## src/rtl/cache_fill_ctrl.sv

```systemverilog
// cache_fill_ctrl: read-miss block fill sequencer.
// Fetches an 8-word block and streams it into the cache arrays.
module cache_fill_ctrl #(
  parameter int BLOCK_WORDS = 8,
  parameter int ADDR_W      = 16
) (
  input  logic              clk,
  input  logic              rst,
  input  logic              miss_detected,
  input  logic [ADDR_W-1:0] miss_address,
  input  logic              mem_data_valid,
  input  logic [15:0]       mem_data,
  output logic              fsm_busy,
  output logic              mem_req,
  output logic [ADDR_W-1:0] mem_addr,
  output logic              write_data_array,
  output logic              write_tag_array,
  output logic [ADDR_W-1:0] cache_wr_addr,
  output logic [15:0]       cache_wr_data
);

  localparam int OFF_W = $clog2(BLOCK_WORDS);
  localparam logic [OFF_W-1:0] LAST = OFF_W'(BLOCK_WORDS - 1);

  typedef enum logic [1:0] {
    IDLE = 2'd0,
    FILL = 2'd1
  } state_t;

  state_t                  state_q;
  state_t                  state_d;
  logic [ADDR_W-1:OFF_W]   base_q;
  logic [OFF_W:0]          issue_cnt;
  logic [OFF_W-1:0]        recv_cnt;
  logic                    unused_off;

  // word offset of the miss is replaced by zero when the base is latched
  assign unused_off = ^miss_address[OFF_W-1:0];

  // state, block base and the issue/return counters
  always_ff @(posedge clk or negedge rst) begin
    if (!rst) begin
      state_q   <= IDLE;
      base_q    <= '0;
      issue_cnt <= '0;
      recv_cnt  <= '0;
    end else begin
      state_q <= state_d;
      if (state_q == IDLE) begin
        if (miss_detected) begin
          base_q    <= miss_address[ADDR_W-1:OFF_W];
          issue_cnt <= '0;
          recv_cnt  <= '0;
        end
      end else begin
        if (!issue_cnt[OFF_W]) begin
          issue_cnt <= issue_cnt + 1'b1;
        end
        if (mem_data_valid) begin
          recv_cnt <= recv_cnt + 1'b1;
        end
      end
    end
  end

  // next state plus request and cache-write outputs
  always_comb begin
    state_d          = state_q;
    fsm_busy         = 1'b0;
    mem_req          = 1'b0;
    mem_addr         = '0;
    write_data_array = 1'b0;
    write_tag_array  = 1'b0;
    cache_wr_addr    = '0;
    cache_wr_data    = '0;
    unique case (state_q)
      IDLE: begin
        if (miss_detected) begin
          state_d = FILL;
        end
      end
      FILL: begin
        fsm_busy = 1'b1;
        if (!issue_cnt[OFF_W]) begin
          mem_req  = 1'b1;
          mem_addr = {base_q, issue_cnt[OFF_W-1:0]};
        end
        if (mem_data_valid) begin
          write_data_array = 1'b1;
          cache_wr_addr    = {base_q, recv_cnt};
          cache_wr_data    = mem_data;
          if (recv_cnt == LAST) begin
            write_tag_array = 1'b1;
            state_d         = IDLE;
          end
        end
      end
      default: state_d = IDLE;
    endcase
  end

endmodule

```

## config.mk

```make
export PLATFORM = sky130hd
export DESIGN_NAME = cache_fill_ctrl
export DESIGN_NICKNAME = d
export VERILOG_FILES = /design/src/rtl/cache_fill_ctrl.sv
export SDC_FILE = /design/constraint.sdc
export NUM_CORES = 1
export LEC_CHECK = 0
export CORE_MARGIN = 2
export CORE_UTILIZATION = 32
export DETAILED_ROUTE_END_ITERATION = 10
export PLACE_DENSITY = 0.76
export SYNTH_ARGS = -nofsm -noshare
export SYNTH_HDL_FRONTEND = slang
export SYNTH_SLANG_ARGS = --single-unit
```

## constraint.sdc

```tcl
create_clock -name clk -period 1.1 [get_ports clk]
set_clock_uncertainty 0.05 [all_clocks]
set_input_delay 0.11 -clock clk [delete_from_list [all_inputs] [get_ports clk]]
set_output_delay 0.11 -clock clk [all_outputs]
set_load 0.05 [all_outputs]
```

======== Word-level counts from Yosys, hierarchy flattened ========
Index checks and enable logic that the tools add are counted.
word-level totals
  bits in registers ....................... 22
  bits of input ports ..................... 36
  output and inout port bits .............. 52
  logic and storage cells ................. 43
cells by class
  add/sub/neg operators ................... 2
  equal/unequal tests ..................... 6
  muxes and demuxes ....................... 24
  reduce and logical (&&, ||, !) cells .... 6
operators with widths
  operator                                               number
  2-to-1 mux 16 bit                                      6
  2-to-1 mux 4 bit                                       3
  2-to-1 mux 3 bit                                       3
  2-to-1 mux 1 bit                                       8
  2-to-1 mux 2 bit                                       3
  inequality test 2 bit, second input constant           3
  AND reduction 2 bit                                    3
  adder 4 x 1 -> 4 bit, second input constant            1
  one-hot mux 2 bit (2 select lines)                     1
  adder 3 x 1 -> 3 bit, second input constant            1
  == test 3 bit, second input constant                   1
  AND reduction 3 bit                                    1
  == test 2 x 1 -> 1 bit, second input constant          1
  zero test 2 bit                                        1
  inequality test 2 x 1 -> 1 bit, second input constant  1
  nonzero test 2 bit                                     1

======== Depth between registers and ports, before layout ========
Gate-level depths: netlist (run 1).
  word-level depth ........................ 4
  depth in mapped cells ................... 4
  mapped depth without buffers ............ 4

======== Least setup slack after synthesis (run 1) ========
No wires, ideal clock.
  path kind ............................... reg-to-output
  from .................................... reg state_q[0]
  to ...................................... out mem_addr[0]
  arrival time ............................ 1.743 ns
  data required time ...................... 0.940 ns
  path slack .............................. -0.803 ns
  stages on the path, launching flop included .. 4
  path buffers ............................ 1
  cells stage by stage .................... dfrtp_1 -> and2b_1 -> buf_2 -> and2_1
on the way
  longest elaborated chain between the ends .. 2
RTL lines
  item                    RTL line  source
  from (decl)             30        state_t state_q;
  from (signal assigned)  48        state_q <= state_d;
  == test 2 x 1 -> 1 bit  76        unique case (state_q)
  2-to-1 mux 16 bit       76
  to (decl)               15        output logic [ADDR_W-1:0] mem_addr,
Every way passes these cells.

======== Worst setup path in the final report (run 1) ========
  from .................................... reg state_q[0]
  to ...................................... out mem_addr[7]
Same word-level chain as after synthesis.

==> qor.yml, run 1 <==
htreeDepth: 1
cts_sinks: 21
peakVddDrop_mv: 2.11
max_cap_violations: 0
num_rows: 23
grt_pass1_wl_microns: 8840
syn_area_sq_um: 1340
cts-root-buf: "clkbuf_8"
finalHoldViolations: 0
cp-start-kind: "flip-flop"
max_freq_mhz: 647
n_antenna_cell: 0
nets: 269
n_fill_cell: 178
slowest_stage: "dfrtp_2"
path_cells: "buf_6, and2b_4, and2_4, buf_12"
synthTopCellsByArea: "dfrtp_1, and3_1, mux2_4"
clkTransAtPathRegs_ns: 0.09
critical_path_class: "reg -> out"
drive_gt1_frac: 0.699
tightestPinTransition_ns: 0.250
cpPeakStageDelay_ns: 0.46
fin_crit_sh: 1.41
final_common_cell: "buf_12"
async_flop_share: 1.00
power_leakage_nw: 1.48
core_area_sq_um: 4000
first_iter_violations: 40
numCtsBuffers: 3
crit_arrival_ns: 1.39
finalWeightedCongestion: 0.726
grt_max_degree: 22
cp.buffers_inverters: 2
io_buffers: 84
final_cell_mix: "buf_12, and3_4, clkdlybuf4s50_1, dfrtp_1, and2_4"
end_kind: "output port"
synth-seq-cells: 21
yosys.area.top_type: "dfrtp_1"
regArea_sq_um: 527
initial_core_util: 0.334
finalMaxSlewViolations: 0
track_usage: 0.261
holdWs_ns: 0.117
setup_ws_ns: -0.446
outcome: "finished with violations"
p_total_mw: 10.2
yosysUniqueCellTypes: 25
drt-total-wl_microns: 5930
hold_path_class: "in -> async"
rsz0062_at_grt: "yes"
grt.overflow.total: 0
via_per_inst: 5.08
wire_per_inst_microns: 21.2
drtPass1Iterations: 4
syn_avg_cell_area_sq_um: 10.7
crit_family: "flip-flops"
yosysTopAreaCellShare: 0.393
drc_errors: 0
path_max_fanout: 8
synth_flop_cell: "dfrtp_1"
violations: "setup timing"
die_area_sq_um: 4710
syn_inst: 125
worstSkewPairLatency_ns: 0.27
antenna_found_initial: 0
relSlewSlack: 0.834
tns_ns: -25.45
finalWorstPathRequiredPeriod_ns: 1.55
yosysWarnings: 0
multiInputGateArea_sq_um: 1050
synth_edf_count: 0
clock_path_buffers: 2
syn_to_final_growth_pct: 152
die_y_microns: 68.6
yosysSeqAreaShare: 0.393
grt_pass1_vias: 1550
antenna_left: 0
setup_violations: 71
worst_ep_required_time_ns: 0.94
tritoncts: "done"
dp_cells: 262
syn-num-nets: 164
hold_buffers: 0
dp_hpwl_microns: 3770
via_count: 1418
post-route-util: 0.842
floorplan.die.width_microns: 68.6
top_level_ports: 88
p_per_area_nw_per_um2: 3020
instances_no_fill: 279
synthesized netlist by cell type (all sizes together), types with 2 or more instances:
cell type and instances:
ha 3, and2 17, clkbuf 6, mux2i 6, dfrtp 21, nor2b 2, nor3b 2, and3 33
mux2 13, nand2b 4, a21o 2, buf 6, nor2 3
area by class of cell:
type,instances,area share
Sequential cell,21,0.156
Clock buffer,3,0.0123
Tap cell,50,0.0186
Multi-Input combinational cell,94,0.311
Timing Repair Buffer,110,0.499
Clock inverter,1,0.00223
kinds of logic (layout without fill, tap and decap cells):
logic type,after synthesis,after routing,synth area share
buffers and inverters,12,114,0.0571
xor gates and xnor gates,2,2,0.0131
muxes,19,19,0.180
adders and majority gates,3,3,0.0281
AOI/OAI and AO/OA,4,4,0.0243
DFF,21,21,0.393
and+or+nand+nor,64,66,0.304
registers in the layout (all words and copies together), names as in the netlist:
register / cells
recv_cnt: 3
issue_cnt: 4
base_q: 13
state_q: 1
worst reg2reg max path, stage by stage, from the launching register on:
cell and delay, ns:
dfrtp_2 0.46, buf_6 0.16, buf_6 0.12, nor2b_4 0.16, buf_8 0.17, mux2_4 0.31
per-layer routing:
layer,vias to the layer above,part of all wire,track usage
met3,15,0.051,0.0536
met5,-,0,0
met1,701,0.38,0.319
met4,0,0.023,0.0675
li1,645,-,-
met2,57,0.55,0.463
through the flow:
step	area (sq um)	worst slack (ns)
after floorplan	1620	-0.268
after global placement	3050	-0.313
after detailed placement	3050	-0.361
after CTS	3270	-0.420
after global routing	3370	-0.479
final	3370	-0.446
repair_timing:
item	CTS	global route
pin swaps	7	10
cloned	3	2
setup endpoints to repair	71	73
setup buffers	4	7
gates resized for setup	30	15
final timing paths:
path | startpoint | endpoint | slack, ns | cells after the start
max in group asynchronous | rst | state_q[0]$_DFFE_PN0P_ | 0.72 | 2
worst max register to register | state_q[0]$_DFFE_PN0P_ | base_q[5]$_DFFE_PN0P_ | -0.43 | 5
worst max-delay path | state_q[0]$_DFFE_PN0P_ | mem_addr[7] | -0.45 | 4
worst min-delay path | rst | base_q[7]$_DFFE_PN0P_ | 0.12 | 2
min in group clk | miss_address[9] | base_q[9]$_DFFE_PN0P_ | 0.40 | 2
worst min register to register | base_q[8]$_DFFE_PN0P_ | base_q[8]$_DFFE_PN0P_ | 0.51 | 1
power breakdown:
| part | switching [mW] | leakage, nW | internal (mW) |
|---|---|---|---|
| Combinational | 3.75 | 1.21 | 4.29 |
| Clock | 0.287 | 0.0217 | 0.257 |
| Sequential | 0.428 | 0.250 | 1.16 |
| Total | 4.47 | 1.48 | 5.71 |
Note: power is estimated with default switching activity, not from simulation.
==> inputs of run 2 (changes only) <==
--- a/config.mk
+++ b/config.mk
@@ -5,10 +5,13 @@
 export SDC_FILE = /design/constraint.sdc
 export NUM_CORES = 1
 export LEC_CHECK = 0
+export ABC_AREA = 1
 export CORE_MARGIN = 2
-export CORE_UTILIZATION = 32
+export CORE_UTILIZATION = 33
+export CTS_BUF_LIST = sky130_fd_sc_hd__clkbuf_8
 export DETAILED_ROUTE_END_ITERATION = 10
-export PLACE_DENSITY = 0.76
+export PLACE_DENSITY = 0.79
+export REMOVE_ABC_BUFFERS = 1
 export SYNTH_ARGS = -nofsm -noshare
 export SYNTH_HDL_FRONTEND = slang
 export SYNTH_SLANG_ARGS = --single-unit
==> run 2 against run 1 <==
Against the previous run:
- the run now fails in global routing (5_1_grt)
- area after synthesis shrank 3.5%
- synthesized cell count grew 52%
==> qor.yml, run 2 <==
tool.error: "[ERROR DPL-0033] detailed placement checks failed during check placement."
yosysUniqueCellTypes: 15  # was 25
clock_path_buffers: 2  # unchanged
syn_inst: 190  # was 125
top_level_ports: 88  # unchanged
async_flop_share: 1.00  # unchanged
yosysWarnings: 0  # unchanged
syn_avg_cell_area_sq_um: 6.79  # was 10.7 sq um
grt_max_degree: 22
hold_buffers: 0  # unchanged
cts-root-buf: "clkbuf_8"  # unchanged
dp_cells: 330  # was 262
antenna_found_initial: 0
numCtsBuffers: 3  # unchanged
yosysSeqAreaShare: 0.407  # was 0.393
io_buffers: 84  # unchanged
syn_area_sq_um: 1290  # was 1340 sq um
htreeDepth: 1  # unchanged
repair-timing-grt-worst-ep: "cache_wr_addr[5]"
ys_top_cells_by_count: "nor2_1, inv_1, nand2_1, nand3_1, dfrtp_1"  # was and3_1, dfrtp_1, and2_1, mux2_4
yosys.area.top_type: "dfrtp_1"  # unchanged
synth_flop_cell: "dfrtp_1"  # unchanged
outcome: "stopped before the end"  # was finished with violations
synth.most_common_cell: "nor2_1"  # was and3_1
worst-ep-kind: "primary output"
num_rows: 22  # was 23
synth_edf_count: 0  # unchanged
initial_core_util: 0.347  # was 0.334
finalWeightedCongestion: 0.728  # was 0.726
cts_sinks: 21  # unchanged
die_y_microns: 66.5  # was 68.6 microns
synthTopCellsByArea: "dfrtp_1, nor2_1, inv_1"  # was dfrtp_1, and3_1, mux2_4
stop_stage: "global routing (5_1_grt)"
yosysTopAreaCellShare: 0.407  # was 0.393
dp_hpwl_microns: 3360  # was 3770 microns
floorplan.die.width_microns: 66.5  # was 68.6 microns
synth-seq-cells: 21  # unchanged
-- run 2: cells by family after synthesis --
logic type / Yosys count / synth area share
adders and majority gates: 3 / 0.0291
buffers and inverters: 49 / 0.183
DFF: 21 / 0.407
and+or+nand+nor: 117 / 0.380
-- run 2: repair_timing --
item | in CTS
setup endpoints to repair | 73
pin swaps | 13
cloned | 3
endpoints found under the hold margin | 0
setup buffers | 15
resized for setup | 126
-- run 2: stage by stage --
stage	cell area (sq um)	TNS (ns)	setup WS, ns	hold WS [ns]
after CTS	3440	-21.85	-0.345	0.150
after detailed placement	2780	-20.01	-0.426	0.413
after global placement	2780	-18.13	-0.405	0.404
after floorplan	1210	-55.06	-1.17	-0.236
==> inputs of run 3 (changes only) <==
--- a/config.mk
+++ b/config.mk
@@ -7,10 +7,9 @@
 export LEC_CHECK = 0
 export ABC_AREA = 1
 export CORE_MARGIN = 2
-export CORE_UTILIZATION = 33
-export CTS_BUF_LIST = sky130_fd_sc_hd__clkbuf_8
+export CORE_UTILIZATION = 35
 export DETAILED_ROUTE_END_ITERATION = 10
-export PLACE_DENSITY = 0.79
+export PLACE_DENSITY_LB_ADDON = 0.15
 export REMOVE_ABC_BUFFERS = 1
 export SYNTH_ARGS = -nofsm -noshare
 export SYNTH_HDL_FRONTEND = slang
==> constraint.sdc (replaced) <==
create_clock -name clk -period 1.43 [get_ports clk]
set_clock_uncertainty 0.05 [all_clocks]
set_input_delay 0.143 -clock clk [delete_from_list [all_inputs] [get_ports clk]]
set_output_delay 0.143 -clock clk [all_outputs]
set_load 0.05 [all_outputs]
==> run 3 against run 2 <==
Against the previous run:
- the flow now finishes, with violations (setup timing)
- area after synthesis stayed put
- synthesized cell count stayed put
==> qor.yml, run 3 <==
synth.most_common_cell: "nor2_1"  # unchanged
cpPeakStageDelay_ns: 0.46
violations: "setup timing"
numCtsBuffers: 3  # unchanged
path_cells: "nand2_4, buf_12, inv_2, buf_12"
io_buffers: 84  # unchanged
drt-total-wl_microns: 4990
floorplan.die.width_microns: 64.7  # was 66.5 microns
die_area_sq_um: 4190
syn_area_sq_um: 1290  # unchanged
drtPass1Iterations: 4
yosysSeqAreaShare: 0.407  # unchanged
relSlewSlack: 0.820
p_per_area_nw_per_um2: 1920
cp.buffers_inverters: 3
dp_hpwl_microns: 3180  # was 3360 microns
initial_core_util: 0.358  # was 0.347
synthTopCellsByArea: "dfrtp_1, nor2_1, inv_1"  # unchanged
top_regs: "base_q x13, issue_cnt x4, recv_cnt x3"
critical_path_class: "reg -> out"
ys_top_cells_by_count: "nor2_1, inv_1, nand2_1, nand3_1, dfrtp_1"  # unchanged
n_fill_cell: 182
syn_avg_cell_area_sq_um: 6.79  # unchanged
grt.overflow.total: 0
crit_family: "flip-flops"
antenna_left: 0
path_max_fanout: 26
end_kind: "output port"
outcome: "finished with violations"  # was stopped before the end
hold_path_class: "in -> async"
via_per_inst: 4.78
nets: 322
syn_to_final_growth_pct: 141
core_area_sq_um: 3610
tritoncts: "done"
synth_flop_cell: "dfrtp_1"  # unchanged
tightestPinTransition_ns: 0.269
final_common_cell: "buf_12"
antenna_found_initial: 0
die_y_microns: 64.7  # was 66.5 microns
cts_sinks: 21  # unchanged
grt_max_degree: 27
via_count: 1576
yosysUniqueCellTypes: 15  # unchanged
grt_pass1_wl_microns: 8140
first_iter_violations: 91
grt_pass1_vias: 1650
final_cell_mix: "buf_12, nand2_1, inv_1, clkdlybuf4s50_1, nor2_4"
drive_gt1_frac: 0.447
clock_path_buffers: 2  # unchanged
clkTransAtPathRegs_ns: 0.08
htreeDepth: 1  # unchanged
peakVddDrop_mv: 1.40
max_cap_violations: 0
async_flop_share: 1.00  # unchanged
cts-root-buf: "clkbuf_8"  # unchanged
drc_errors: 0
n_antenna_cell: 0
synth-seq-cells: 21  # unchanged
finalHoldViolations: 0
cp-start-kind: "flip-flop"
yosys.area.top_type: "dfrtp_1"  # unchanged
place_area_sq_um: 2710  # was 2780 sq um
syn_inst: 190  # unchanged
track_usage: 0.247
tns_ns: -2.61
finalMaxSlewViolations: 0
fin_crit_sh: 1.07
crit_arrival_ns: 1.33
max_freq_mhz: 656
wire_per_inst_microns: 15.1
yosysTopAreaCellShare: 0.407  # unchanged
cp_common_cell: "buf_12"
setup_ws_ns: -0.0945
top_level_ports: 88  # unchanged
setup_violations: 49
worstSkewPairLatency_ns: 0.26
synth_edf_count: 0  # unchanged
largest_reg_flops: 13
slowest_stage: "dfrtp_2"
r2r_start: "state_q[0]$_DFFE_PN0P_"
rsz0062_at_grt: "yes"
num_rows: 22  # unchanged
yosysWarnings: 0  # unchanged
worst_ep_required_time_ns: 1.24
power_leakage_nw: 1.42
finalWeightedCongestion: 0.728  # about the same
startpoint: "state_q[0]$_DFFE_PN0P_"
finalWorstPathRequiredPeriod_ns: 1.52
regMostFlops: "base_q"
final_area_sq_um: 3110
## run 3: metal layers
metal	global-route usage	up-vias	routed length (microns)
met4	0.0186	0	38
met5	0	-	0
met2	0.452	83	2690
met3	0.0590	5	481
met1	0.304	748	1780
li1	-	740	-
## run 3: kinds of logic (layout without fill, tap and decap cells)
| group | count (synthesis) | count (layout) | share of synthesized area |
|---|---|---|---|
| adder cells (fa/ha/maj) | 3 | 3 | 0.0291 |
| buffers and inverters | 49 | 139 | 0.183 |
| AND/OR/NAND/NOR | 117 | 119 | 0.380 |
| flip-flops | 21 | 21 | 0.407 |
## run 3: layout make-up
type	instances	area [sq um]	share of cell area
timing repair buffer	95	1480	0.474
multi-input combinational	122	850	0.273
sequential	21	527	0.169
inverter	40	155	0.0498
tap	48	60.1	0.0193
clock buffer	4	45.0	0.0145
## run 3: path summary, 6_finish.rpt
check,to,slack (ns),depth (start not counted)
max,write_data_array,-0.09,4
min,issue_cnt[0]$_DFFE_PN0P_,0.16,2
max reg2reg,base_q[6]$_DFFE_PN0P_,0.18,5
min reg2reg,base_q[7]$_DFFE_PN0P_,0.43,2
max in group asynchronous,state_q[0]$_DFFE_PN0P_,0.94,2
min in group clk,base_q[8]$_DFFE_PN0P_,0.38,3
## run 3: what timing repair did
action / 4_1_cts / 5_1_grt
hold buffers: 0 / 0
gates cloned: 2 / 0
endpoints found under the setup margin: 51 / 53
pin swaps: 0 / 1
resized for setup: 81 / 8
setup buffers: 4 / 0
## run 3: power breakdown
group | internal, mW | switching (mW)
logic | 1.86 | 2.62
registers | 0.869 | 0.208
clock network | 0.199 | 0.199
## run 3: metrics by stage
| step | hold WS [ns] | setup slack, ns | power [mW] | instances | utilization |
|---|---|---|---|---|---|
| 6_report | 0.163 | -0.0945 | 5.96 | 330 | 0.863 |
| 3_5_place_dp | 0.408 | -0.114 | 4.77 | 320 | 0.750 |
| 4_1_cts | 0.184 | -0.0946 | 5.82 | 330 | 0.854 |
| 3_3_place_gp | 0.403 | -0.0562 | 4.71 | 320 | 0.750 |
| 2_1_floorplan | -0.203 | -0.871 | 2.91 | 181 | - |
| 5_1_grt | 0.206 | -0.136 | 6.24 | 330 | 0.863 |
==> inputs of run 4 (changes only) <==
==> constraint.sdc (replaced) <==
create_clock -name clk -period 1.43 [get_ports clk]
set_clock_uncertainty 0.05 [all_clocks]
set_input_delay 0.286 -clock clk [delete_from_list [all_inputs] [get_ports clk]]
set_output_delay 0.286 -clock clk [all_outputs]
set_load 0.05 [all_outputs]
==> run 4 against run 3 <==
Against the previous run:
- the run still ends with setup timing left
- core utilization up 8.7 points
- via count up 18%
- first-iteration DRC count up 73%
- sequential power up 6%
- power up 13%
- register-to-register slack worse by 0.22 ns
- combinational power up 16%
- non-clock buffer count up 16
- hold slack better by 0.15 ns
- flip-flop and latch count unchanged
- critical path depth unchanged
- critical endpoint unchanged
- largest cell class unchanged
==> qor.yml, run 4 (synthesis gave the netlist of run 3 again) <==
tritoncts: "done"  # unchanged
setup_ws_ns: -0.285  # was -0.0945 ns
max_freq_mhz: 583  # was 656 MHz
critical_path_class: "reg -> out"  # unchanged
numCtsBuffers: 3  # unchanged
worst_ep_required_time_ns: 1.09  # was 1.24 ns
end_kind: "output port"  # unchanged
first_iter_violations: 157  # was 91
grt_pass1_vias: 1859  # was 1,650
tightestPinTransition_ns: 0.285  # was 0.269 ns
finalMaxSlewViolations: 0  # unchanged
finalWorstPathRequiredPeriod_ns: 1.72  # was 1.52 ns
dp_hpwl_microns: 3250  # was 3180 microns
setup_violations: 55  # was 49
finalWeightedCongestion: 0.718  # was 0.728
htreeDepth: 1  # unchanged
cts_sinks: 21  # unchanged
drt-total-wl_microns: 7880  # was 4990 microns
num_rows: 22  # unchanged
floorplan.die.width_microns: 64.7  # unchanged
worstSkewPairLatency_ns: 0.26  # about the same
worst-path-stages: 4  # unchanged
die_area_sq_um: 4190  # unchanged
p_per_area_nw_per_um2: 1970  # was 1920 nW/um^2
place_area_sq_um: 2750  # was 2710 sq um
top_regs: "base_q x13, issue_cnt x4, recv_cnt x3"  # unchanged
drtPass1Iterations: 5  # was 4
dp_cells: 326  # was 320
path_cells: "nand2_4, buf_12, inv_2, buf_12"  # unchanged
initial_core_util: 0.358  # unchanged
outcome: "finished with violations"  # unchanged
hold_path_class: "in -> async"  # unchanged
grt_max_degree: 22  # was 27
n_antenna_cell: 0  # unchanged
via_count: 1863  # was 1,576
r2r_slack_ns: -0.04  # was 0.18 ns
core_area_sq_um: 3610  # unchanged
multiInputGateArea_sq_um: 963  # was 850 sq um
holdWs_ns: 0.316  # was 0.163 ns
p_total_mw: 6.75  # was 5.96 mW
clkTransAtPathRegs_ns: 0.09  # was 0.08 ns
regArea_sq_um: 527  # unchanged
reg2regPathDepth: 6  # was 5
peakVddDrop_mv: 1.67  # was 1.40 mV
power_leakage_nw: 1.54  # was 1.42 nW
via_per_inst: 5.38  # was 4.78
max_cap_violations: 0  # unchanged
cp.buffers_inverters: 3  # unchanged
largest_reg_flops: 13  # unchanged
violations: "setup timing"  # unchanged
grt.overflow.total: 0  # unchanged
final_common_cell: "buf_12"  # unchanged
wire_per_inst_microns: 22.8  # was 15.1 microns
rsz0062_at_grt: "yes"  # unchanged
relSlewSlack: 0.810  # was 0.820
drc_errors: 0  # unchanged
hold_buffers: 0  # unchanged
post-route-util: 0.951  # was 0.863
fin_crit_sh: 1.20  # was 1.07
track_usage: 0.310  # was 0.247
syn_to_final_growth_pct: 166  # was 141%
cp-start-kind: "flip-flop"  # unchanged
cpPeakStageDelay_ns: 0.46  # about the same
finalHoldViolations: 0  # unchanged
regMostFlops: "base_q"  # unchanged
cp_common_cell: "buf_12"  # unchanged
antenna_found_initial: 0  # unchanged
crit_family: "flip-flops"  # unchanged
antenna_left: 0  # unchanged
die_y_microns: 64.7  # unchanged
nets: 338  # was 322
n_fill_cell: 93  # was 182
final_cell_mix: "buf_12, nor2_4, nand2_1, inv_1, clkdlybuf4s50_1"  # was buf_12, nand2_1, inv_1, clkdlybuf4s50_1, nor2_4
final_area_sq_um: 3430  # was 3110 sq um
drive_gt1_frac: 0.483  # was 0.447
slowest_stage: "dfrtp_2"  # unchanged
instances_no_fill: 346  # was 330
crit_arrival_ns: 1.38  # was 1.33 ns
top_level_ports: 88  # unchanged
tns_ns: -11.96  # was -2.61 ns
path_max_fanout: 12  # was 26
cts-root-buf: "clkbuf_8"  # unchanged
grt_pass1_wl_microns: 9810  # was 8140 microns
clock_path_buffers: 2  # unchanged
io_buffers: 84  # unchanged
place_ws_ns: -0.355  # was -0.114 ns
==> run 4: cell count changes in the layout (fill, tap and decap cells not counted), moves of 2 or more <==
cell / previous run / this run
nor2_2: 20 / 2
inv_4: 2 / 0
ha_1: 3 / 1
nor2_4: 29 / 47
buf_12: 54 / 57
buf_4: 7 / 18
==> run 4: worst reg2reg max path, delay by kind of cell, from the launching register on <==
family	cells	cell delay (ns)
buf+inv	3	0.38
flops	1	0.44
simple gates	3	0.54
==> run 4: final cells by class <==
class | count | area share
clock buffer | 4 | 0.0131
inverter | 40 | 0.0474
multi-input combinational | 122 | 0.281
sequential | 21 | 0.154
tap | 48 | 0.0175
timing repair buffer | 111 | 0.487
==> run 4: timing repair <==
| action | in CTS | in global routing |
|---|---|---|
| endpoints found under the hold margin | 0 | 0 |
| resized for setup | 108 | 11 |
| buffers inserted | 4 | 8 |
| cloned | 3 | 1 |
| pin swaps | 1 | 3 |
| endpoints found under the setup margin | 52 | 72 |
==> run 4: layer usage <==
| metal | vias up | share of wire | track usage |
|---|---|---|---|
| li1 | 774 | - | - |
| met1 | 907 | 0.35 | 0.358 |
| met2 | 144 | 0.52 | 0.589 |
| met3 | 38 | 0.080 | 0.0608 |
| met5 | - | 0 | 0 |
| met4 | 0 | 0.050 | 0.0612 |
==> run 4: final timing paths <==
check	from	end
max reg2reg	state_q[0]$_DFFE_PN0P_	recv_cnt[2]$_DFFE_PN0P_
min reg2reg	base_q[9]$_DFFE_PN0P_	base_q[9]$_DFFE_PN0P_
min in group clk	base_q[9]$_DFFE_PN0P_	base_q[9]$_DFFE_PN0P_
max	state_q[0]$_DFFE_PN0P_	write_data_array
min	rst	issue_cnt[0]$_DFFE_PN0P_
max in group asynchronous	rst	state_q[0]$_DFFE_PN0P_
==> run 4: where the power goes <==
part / total (mW) / switching (mW) / internal, mW / leakage, nW
clock network: 0.404 / 0.205 / 0.199 / 0.0228
logic: 5.20 / 3.03 / 2.17 / 1.26
registers: 1.15 / 0.278 / 0.869 / 0.258
total: 6.75 / 3.51 / 3.24 / 1.54
